**src/rtl/cpu_trace_printer_pkg.sv**
```systemverilog
// Shared constants for the CPU trace printer: ASCII codes, FSM and field encodings.
// Latency: n/a (constants and pure functions only).
// Backpressure: n/a.
package cpu_trace_printer_pkg;

    localparam int MAX_TIME = 9999;

    localparam logic [7:0] CH_CARET = 8'h5E;  // '^'
    localparam logic [7:0] CH_AT    = 8'h40;  // '@'
    localparam logic [7:0] CH_COLON = 8'h3A;  // ':'
    localparam logic [7:0] CH_SP    = 8'h20;  // ' '
    localparam logic [7:0] CH_DOLLAR= 8'h24;  // '$'
    localparam logic [7:0] CH_STAR  = 8'h2A;  // '*'
    localparam logic [7:0] CH_LT    = 8'h3C;  // '<'
    localparam logic [7:0] CH_EQ    = 8'h3D;  // '='
    localparam logic [7:0] CH_HASH  = 8'h23;  // '#'
    localparam logic [7:0] CH_0     = 8'h30;  // '0'
    localparam logic [7:0] CH_A     = 8'h61;  // 'a'

    localparam logic [1:0] ST_IDLE = 2'd0;
    localparam logic [1:0] ST_CONV = 2'd1;
    localparam logic [1:0] ST_EMIT = 2'd2;

    // TIME carries the leading '^', PC carries the leading '@'.
    localparam logic [3:0] F_TIME  = 4'd0;
    localparam logic [3:0] F_PC    = 4'd1;
    localparam logic [3:0] F_COLON = 4'd2;
    localparam logic [3:0] F_SP    = 4'd3;
    localparam logic [3:0] F_TAG   = 4'd4;
    localparam logic [3:0] F_GRF   = 4'd5;
    localparam logic [3:0] F_ADDR  = 4'd6;
    localparam logic [3:0] F_ARROW = 4'd7;
    localparam logic [3:0] F_DATA  = 4'd8;
    localparam logic [3:0] F_HASH  = 4'd9;

    function automatic logic [7:0] dec_char(input logic [3:0] n);
        return CH_0 + {4'b0, n};
    endfunction

    function automatic logic [7:0] hex_char(input logic [3:0] n);
        return (n < 4'd10) ? (CH_0 + {4'b0, n}) : (CH_A + {4'b0, n} - 8'd10);
    endfunction

    // k = 0 selects the most significant nibble.
    function automatic logic [3:0] nibble(input logic [31:0] v, input logic [2:0] k);
        return v[{~k, 2'b00} +: 4];
    endfunction

    function automatic logic [1:0] grf_tens(input logic [4:0] g);
        return (g >= 5'd30) ? 2'd3 : (g >= 5'd20) ? 2'd2 : (g >= 5'd10) ? 2'd1 : 2'd0;
    endfunction

    function automatic logic [3:0] grf_units(input logic [4:0] g);
        logic [4:0] u;
        u = g - 5'd10 * {3'b0, grf_tens(g)};
        return u[3:0];
    endfunction

endpackage

```
**src/rtl/cpu_trace_printer_bin2bcd.sv**
```systemverilog
// Iterative shift/add-3 binary to 4-digit BCD converter with digit count.
// Latency: done pulses W edges after the start edge.
// Backpressure: none; a new start restarts the conversion.
module bin2bcd_iter #(
    parameter int W = 14
) (
    input  logic          clk,
    input  logic          reset,
    input  logic          i_start,
    input  logic [W-1:0]  i_bin,
    output logic          o_done,
    output logic [15:0]   o_digits,
    output logic [2:0]    o_ndig
);
    logic [W-1:0] r_bin;
    logic [15:0]  r_bcd;
    logic [3:0]   r_cnt;
    logic         r_busy;
    logic         r_done;
    logic [15:0]  w_adj;

    // Add 3 to every BCD digit that is 5 or more before the next shift.
    always_comb begin
        w_adj = r_bcd;
        for (int i = 0; i < 4; i++) begin
            if (r_bcd[i*4 +: 4] >= 4'd5)
                w_adj[i*4 +: 4] = r_bcd[i*4 +: 4] + 4'd3;
        end
    end

    // One input bit shifted into the BCD register per cycle.
    always_ff @(posedge clk) begin
        if (!reset) begin
            r_bin  <= '0;
            r_bcd  <= '0;
            r_cnt  <= '0;
            r_busy <= 1'b0;
            r_done <= 1'b0;
        end else begin
            r_done <= 1'b0;
            if (i_start) begin
                r_bin  <= i_bin;
                r_bcd  <= '0;
                r_cnt  <= '0;
                r_busy <= 1'b1;
            end else if (r_busy) begin
                r_bcd <= {w_adj[14:0], r_bin[W-1]};
                r_bin <= r_bin << 1;
                r_cnt <= r_cnt + 4'd1;
                if (r_cnt == 4'(W-1)) begin
                    r_busy <= 1'b0;
                    r_done <= 1'b1;
                end
            end
        end
    end

    assign o_done   = r_done;
    assign o_digits = r_bcd;
    assign o_ndig   = (r_bcd[15:12] != 4'd0) ? 3'd4 :
                      (r_bcd[11:8]  != 4'd0) ? 3'd3 :
                      (r_bcd[7:4]   != 4'd0) ? 3'd2 : 3'd1;
endmodule

```
**src/rtl/cpu_trace_printer.sv**
```systemverilog
// Formats one CPU write-back record into an ASCII trace line, one char per beat.
// Latency: '^' presented TIME_W+1 edges after accept; then one char per accepted beat.
// Backpressure: out_* held while out_ready low; in_ready low until '#' is accepted.
module cpu_trace_printer #(
    parameter int TIME_W   = 14,
    parameter int MAX_TIME = cpu_trace_printer_pkg::MAX_TIME
) (
    input  logic              clk,
    input  logic              reset,
    input  logic              in_valid,
    output logic              in_ready,
    input  logic              in_kind,
    input  logic [TIME_W-1:0] in_time,
    input  logic [31:0]       in_pc,
    input  logic [4:0]        in_grf,
    input  logic [31:0]       in_addr,
    input  logic [31:0]       in_data,
    output logic [7:0]        out_char,
    output logic              out_valid,
    input  logic              out_ready,
    output logic              out_last,
    output logic              drop
);
    import cpu_trace_printer_pkg::*;

    logic [1:0]  r_state;
    logic        r_kind;
    logic [31:0] r_pc;
    logic [4:0]  r_grf;
    logic [31:0] r_addr;
    logic [31:0] r_data;
    logic [3:0]  r_field;
    logic [3:0]  r_idx;
    logic        r_drop;

    logic        w_accept;
    logic        w_printable;
    logic        w_fire;
    logic        w_done;
    logic [15:0] w_digits;
    logic [2:0]  w_ndig;
    logic [2:0]  w_tpos;
    logic [2:0]  w_hex_k;
    logic [1:0]  w_tens;
    logic [3:0]  w_units;
    logic [3:0]  w_last_idx;
    logic [3:0]  w_next_field;
    logic [7:0]  w_char;

    assign in_ready    = reset && (r_state == ST_IDLE);
    assign w_accept    = in_valid && in_ready;
    assign w_printable = (in_time != '0) && (32'(in_time) <= 32'(MAX_TIME))
                         && !(!in_kind && (in_grf == 5'd0));
    assign out_valid   = (r_state == ST_EMIT);
    assign w_fire      = out_valid && out_ready;

    bin2bcd_iter #(.W(TIME_W)) u_bcd (
        .clk      (clk),
        .reset    (reset),
        .i_start  (w_accept && w_printable),
        .i_bin    (in_time),
        .o_done   (w_done),
        .o_digits (w_digits),
        .o_ndig   (w_ndig)
    );

    assign w_tpos  = w_ndig - r_idx[2:0];
    assign w_hex_k = r_idx[2:0] - 3'd1;
    assign w_tens  = grf_tens(r_grf);
    assign w_units = grf_units(r_grf);

    // Last index of the current field, and which field follows it.
    always_comb begin
        w_last_idx   = 4'd0;
        w_next_field = F_HASH;
        case (r_field)
            F_TIME:  begin w_last_idx = {1'b0, w_ndig};   w_next_field = F_PC;    end
            F_PC:    begin w_last_idx = 4'd8;             w_next_field = F_COLON; end
            F_COLON: begin w_last_idx = 4'd0;             w_next_field = F_SP;    end
            F_SP:    begin w_last_idx = 4'd0;             w_next_field = F_TAG;   end
            F_TAG:   begin w_last_idx = 4'd0;             w_next_field = r_kind ? F_ADDR : F_GRF; end
            F_GRF:   begin w_last_idx = (w_tens != 2'd0) ? 4'd1 : 4'd0; w_next_field = F_ARROW; end
            F_ADDR:  begin w_last_idx = 4'd7;             w_next_field = F_ARROW; end
            F_ARROW: begin w_last_idx = 4'd3;             w_next_field = F_DATA;  end
            F_DATA:  begin w_last_idx = 4'd7;             w_next_field = F_HASH;  end
            default: begin w_last_idx = 4'd0;             w_next_field = F_HASH;  end
        endcase
    end

    // Character for the current field/index; zero whenever nothing is offered.
    always_comb begin
        w_char = 8'h00;
        if (r_state == ST_EMIT) begin
            case (r_field)
                F_TIME:  w_char = (r_idx == 4'd0) ? CH_CARET
                                : dec_char(w_digits[{w_tpos[1:0], 2'b00} +: 4]);
                F_PC:    w_char = (r_idx == 4'd0) ? CH_AT : hex_char(nibble(r_pc, w_hex_k));
                F_COLON: w_char = CH_COLON;
                F_SP:    w_char = CH_SP;
                F_TAG:   w_char = r_kind ? CH_STAR : CH_DOLLAR;
                F_GRF:   w_char = (w_tens != 2'd0 && r_idx == 4'd0) ? dec_char({2'b0, w_tens})
                                : dec_char(w_units);
                F_ADDR:  w_char = hex_char(nibble(r_addr, r_idx[2:0]));
                F_ARROW: w_char = (r_idx == 4'd1) ? CH_LT : (r_idx == 4'd2) ? CH_EQ : CH_SP;
                F_DATA:  w_char = hex_char(nibble(r_data, r_idx[2:0]));
                default: w_char = CH_HASH;
            endcase
        end
    end

    assign out_char = w_char;
    assign out_last = out_valid && (r_field == F_HASH);
    assign drop     = r_drop;

    // Accept/drop decision, conversion wait, and sequencer advance on each fired beat.
    always_ff @(posedge clk) begin
        if (!reset) begin
            r_state <= ST_IDLE;
            r_kind  <= 1'b0;
            r_pc    <= '0;
            r_grf   <= '0;
            r_addr  <= '0;
            r_data  <= '0;
            r_field <= F_TIME;
            r_idx   <= '0;
            r_drop  <= 1'b0;
        end else begin
            r_drop <= w_accept && !w_printable;
            case (r_state)
                ST_IDLE: begin
                    if (w_accept) begin
                        r_kind <= in_kind;
                        r_pc   <= in_pc;
                        r_grf  <= in_grf;
                        r_addr <= in_addr;
                        r_data <= in_data;
                        if (w_printable)
                            r_state <= ST_CONV;
                    end
                end
                ST_CONV: begin
                    if (w_done) begin
                        r_state <= ST_EMIT;
                        r_field <= F_TIME;
                        r_idx   <= '0;
                    end
                end
                ST_EMIT: begin
                    if (w_fire) begin
                        if (r_idx == w_last_idx) begin
                            if (r_field == F_HASH)
                                r_state <= ST_IDLE;
                            r_field <= w_next_field;
                            r_idx   <= '0;
                        end else begin
                            r_idx <= r_idx + 4'd1;
                        end
                    end
                end
                default: r_state <= ST_IDLE;
            endcase
        end
    end
endmodule

```
**config.mk**
```make
export PLATFORM = sky130hd
export DESIGN_NAME = cpu_trace_printer
export DESIGN_NICKNAME = d
export VERILOG_FILES = /design/src/rtl/cpu_trace_printer_pkg.sv /design/src/rtl/cpu_trace_printer_bin2bcd.sv /design/src/rtl/cpu_trace_printer.sv
export SDC_FILE = /design/constraint.sdc
export NUM_CORES = 1
export LEC_CHECK = 0
export BUFFER_PORTS_ARGS = -buffer_cell sky130_fd_sc_hd__buf_4
export CAP_MARGIN = 5
export CORE_ASPECT_RATIO = 0.5
export CORE_MARGIN = 8
export CORE_UTILIZATION = 63
export CTS_BUF_LIST = sky130_fd_sc_hd__clkbuf_8
export CTS_CLUSTER_DIAMETER = 30
export DETAILED_ROUTE_END_ITERATION = 16
export PLACE_DENSITY_LB_ADDON = 0.1
export SYNTH_ARGS = -nofsm -noshare
export SYNTH_HDL_FRONTEND = slang
export SYNTH_SLANG_ARGS = --single-unit
```
**constraint.sdc**
```tcl
create_clock -name clk -period 10.9 [get_ports clk]
set_input_delay 2.18 -clock clk [delete_from_list [all_inputs] [get_ports clk]]
set_output_delay 2.18 -clock clk [all_outputs]
set_load 0.1 [all_outputs]
```
==> key figures <==
Status
  – Outcome: finished, final reports clean

Timing
  – Unrepaired setup endpoints after global routing: false
  – Min Tclk post-route: 6.21 ns
  – Final Max Slew Viols: 0
  – Setup tns final: 0 ns
  – Hold Vio Cnt, Final: 0
  – Worst-Margin Slew: 1.06 ns
  – Fmax: 0.161 GHz
  – Slew margin rel.: 0.293
  – Clock Skew: 0.0135 ns
  – Tcrit/Tclk final: 0.570
  – Fin Hold WS: 0.459 ns
  – Final setup fails: 0

Floorplan
  – DIE AREA: 16700 µm²
  – Rows: 29
  – IO Count: 132
  – Core area: 12500 µm²
  – DIE WIDTH: 175 µm
  – Chip height: 95.5 µm
  – Initial Util: 0.638

Yosys
  – Top_reg_cell synth: dfxtp_1
  – Post-synth EDFFs: 0
  – Area leader, netlist: dfxtp_1
  – Yosys warning count: 0
  – Synth top area share: 0.375
  – Unique cell type count in the Yosys netlist: 75
  – Flops & latches, synth: 149
  – Synth top area cells: dfxtp_1 37%, nand2_1 12%, o21ai_0 8.0%
  – Cells after Synth: 964
  – Syn_nets: 1105
  – Fraction of registers with async set/reset: 0
  – Syn_area_per_cell: 8.26 µm²
  – Register area share after synthesis: 0.375
  – Synthesized area: 7960 µm²

Clock tree
  – Skew-Pair Late Insertion Delay: 0.44 ns
  – Clock Tree Buf Depth: 2
  – Clk slew on worst S/H paths: 0.09 ns
  – CTS tree: yes
  – Clock net sink count: 149
  – CTS Hold Bufs: 0
  – CTS root buf: clkbuf_8
  – Setup Fix Bufs, Post-CTS: 0
  – TritonCTS buffer count: 17
  – CTS resizes: 0
  – # H-tree levels: 4

Pwr
  – LEAKAGE: 3.76 nW
  – Maximum vdd drop: 0.0865 mV
  – PwrDens: 130 nW/µm²

Final layout
  – Area growth syn-to-layout: 17.4%
  – Seq. cell area: 2980 µm²
  – Final layout net count: 1195
  – Finished Core Util: 0.749
  – Share of post-route cells with drive strength above 1: 0.205
  – Final instance area: 9350 µm²
  – Ant diodes: 0
  – Fillcell total: 978
  – Footprint of the multi-input gates: 4600 µm²

Global route
  – Gr usage total: 0.236
  – First-pass GRT wire length: 32400 µm
  – Initial antenna violation count: 0
  – Vias in the first global route: 6691
  – Total gr overflow: 0
  – Pin count of the biggest net entering global routing: 121

Drt
  – Vias after detailed routing: 7231
  – Initial DRT Pass Iterations: 5
  – Routed WL: 20100 µm
  – DRC violations left: 0
  – Starting DRT DRC Count: 574
  – Via/cell ratio: 5.85
  – Final ANT Viol Nets: 0
  – Drt wl/cell: 16.3 µm

Worst setup path
  – Arrival time at the worst endpoint: 4.03 ns
  – Worst Path Required: 8.72 ns
  – Crit-path max FO: 5
  – Worst R2R Start: r_field[1]
  – Crit end category: output pin
  – Critical Path Start: u_bcd.o_digits[4]
  – Worst setup SP type: flop
  – Crit Path Class: flop to output pin

Placement
  – Final Wtd Congestion: 0.976
  – HPWL after DPL: 14200 µm
  – Placed Area: 8920 µm²
  – Number of port buffers: 130

Worst hold path
  – Hold_sp: r_addr[31]
  – Hold/Removal Path Class: flop to flop

Run
  – Max cap viols: 0
## stage by stage
stage                     power, mW  std cells  setup slack, ns
final                          1.21       1237             4.69
after floorplan               0.701        964             4.21
after global placement        0.756       1205             5.38
after CTS                      1.22       1237             4.70
after global routing           1.27       1237             4.48
after detailed placement      0.761       1205             5.22
## layout by cell type, fill, tap and decap left out, types with 22 or more instances in the layout
cell / n
a21oi_1: 37
inv_1: 22
mux2i_1: 43
buf_4: 139
dfxtp_1: 148
mux4_2: 25
nand2_1: 254
nor2_1: 37
o21ai_0: 127
## worst max-delay path: stages (launching register included)
cell,delay [ns]
dfxtp_1,0.36
inv_1,0.13
ha_1,0.26
or3b_2,0.50
nand2_1,0.09
nand2_1,0.06
ha_1,0.20
xor2_1,0.36
xor2_2,0.33
mux4_2,0.57
a221oi_1,0.33
a31oi_1,0.14
buf_4,0.25
## kinds of logic after synthesis
family / count (synthesis) / synth area share
AND/OR/NAND/NOR: 377 / 0.207
adder cells (fa/ha/maj): 23 / 0.0365
XOR/XNOR: 19 / 0.0228
buffers and inverters: 90 / 0.0475
flip-flops: 149 / 0.375
multiplexers: 78 / 0.139
AO/OA/AOI/OAI: 227 / 0.173
other: 1 / 0.000471
## state kept, by name, summed over array words and instances, names as in the netlist, 2 cells and up
signal and count:
r_addr 32, u_bcd.r_cnt 4, r_field 4, u_bcd.r_bin 14, r_data 32, r_state 2, u_bcd.o_digits 16, r_grf 5
r_pc 32, r_idx 4
## routing by layer
layer,track usage,vias up,part of all wire
li1,-,3542,-
met4,0.0729,0,0.015
met1,0.318,3368,0.45
met5,0,-,0
met2,0.371,287,0.46
met3,0.0597,34,0.079
## Yosys cell counts (10+ instances only)
library cell,count
a21oi_1,37
clkbuf_1,52
dfxtp_1,149
ha_1,20
inv_1,21
mux2_2,10
mux2i_1,43
mux4_2,25
nand2_1,254
nand2b_1,12
nor2_1,37
nor3_1,20
nor4_1,12
o211a_1,13
o21ai_0,127
xnor2_1,10
## worst paths after layout
path	end	slack (ns)	cells after the start
worst max-delay path	out_char[2]	4.69	12
worst min-delay path	r_addr[31]	0.46	2
worst max register to register	r_field[3]	7.84	6
worst min register to register	r_addr[31]	0.46	2
## layout make-up
type	count	share of cell area
repair buffers	139	0.112
multi-input cells	725	0.492
clock inverters	15	0.0202
inverters	22	0.00883
clock buffers	17	0.0250
well taps	170	0.0228
flip-flops and latches	149	0.319
## power by group
group          total [mW]  internal, mW  switching [mW]
Clock               0.464         0.233           0.232
Combinational       0.149        0.0718          0.0770
Sequential          0.601         0.580          0.0217
No activity file was read; power rests on OpenSTA's default activity.
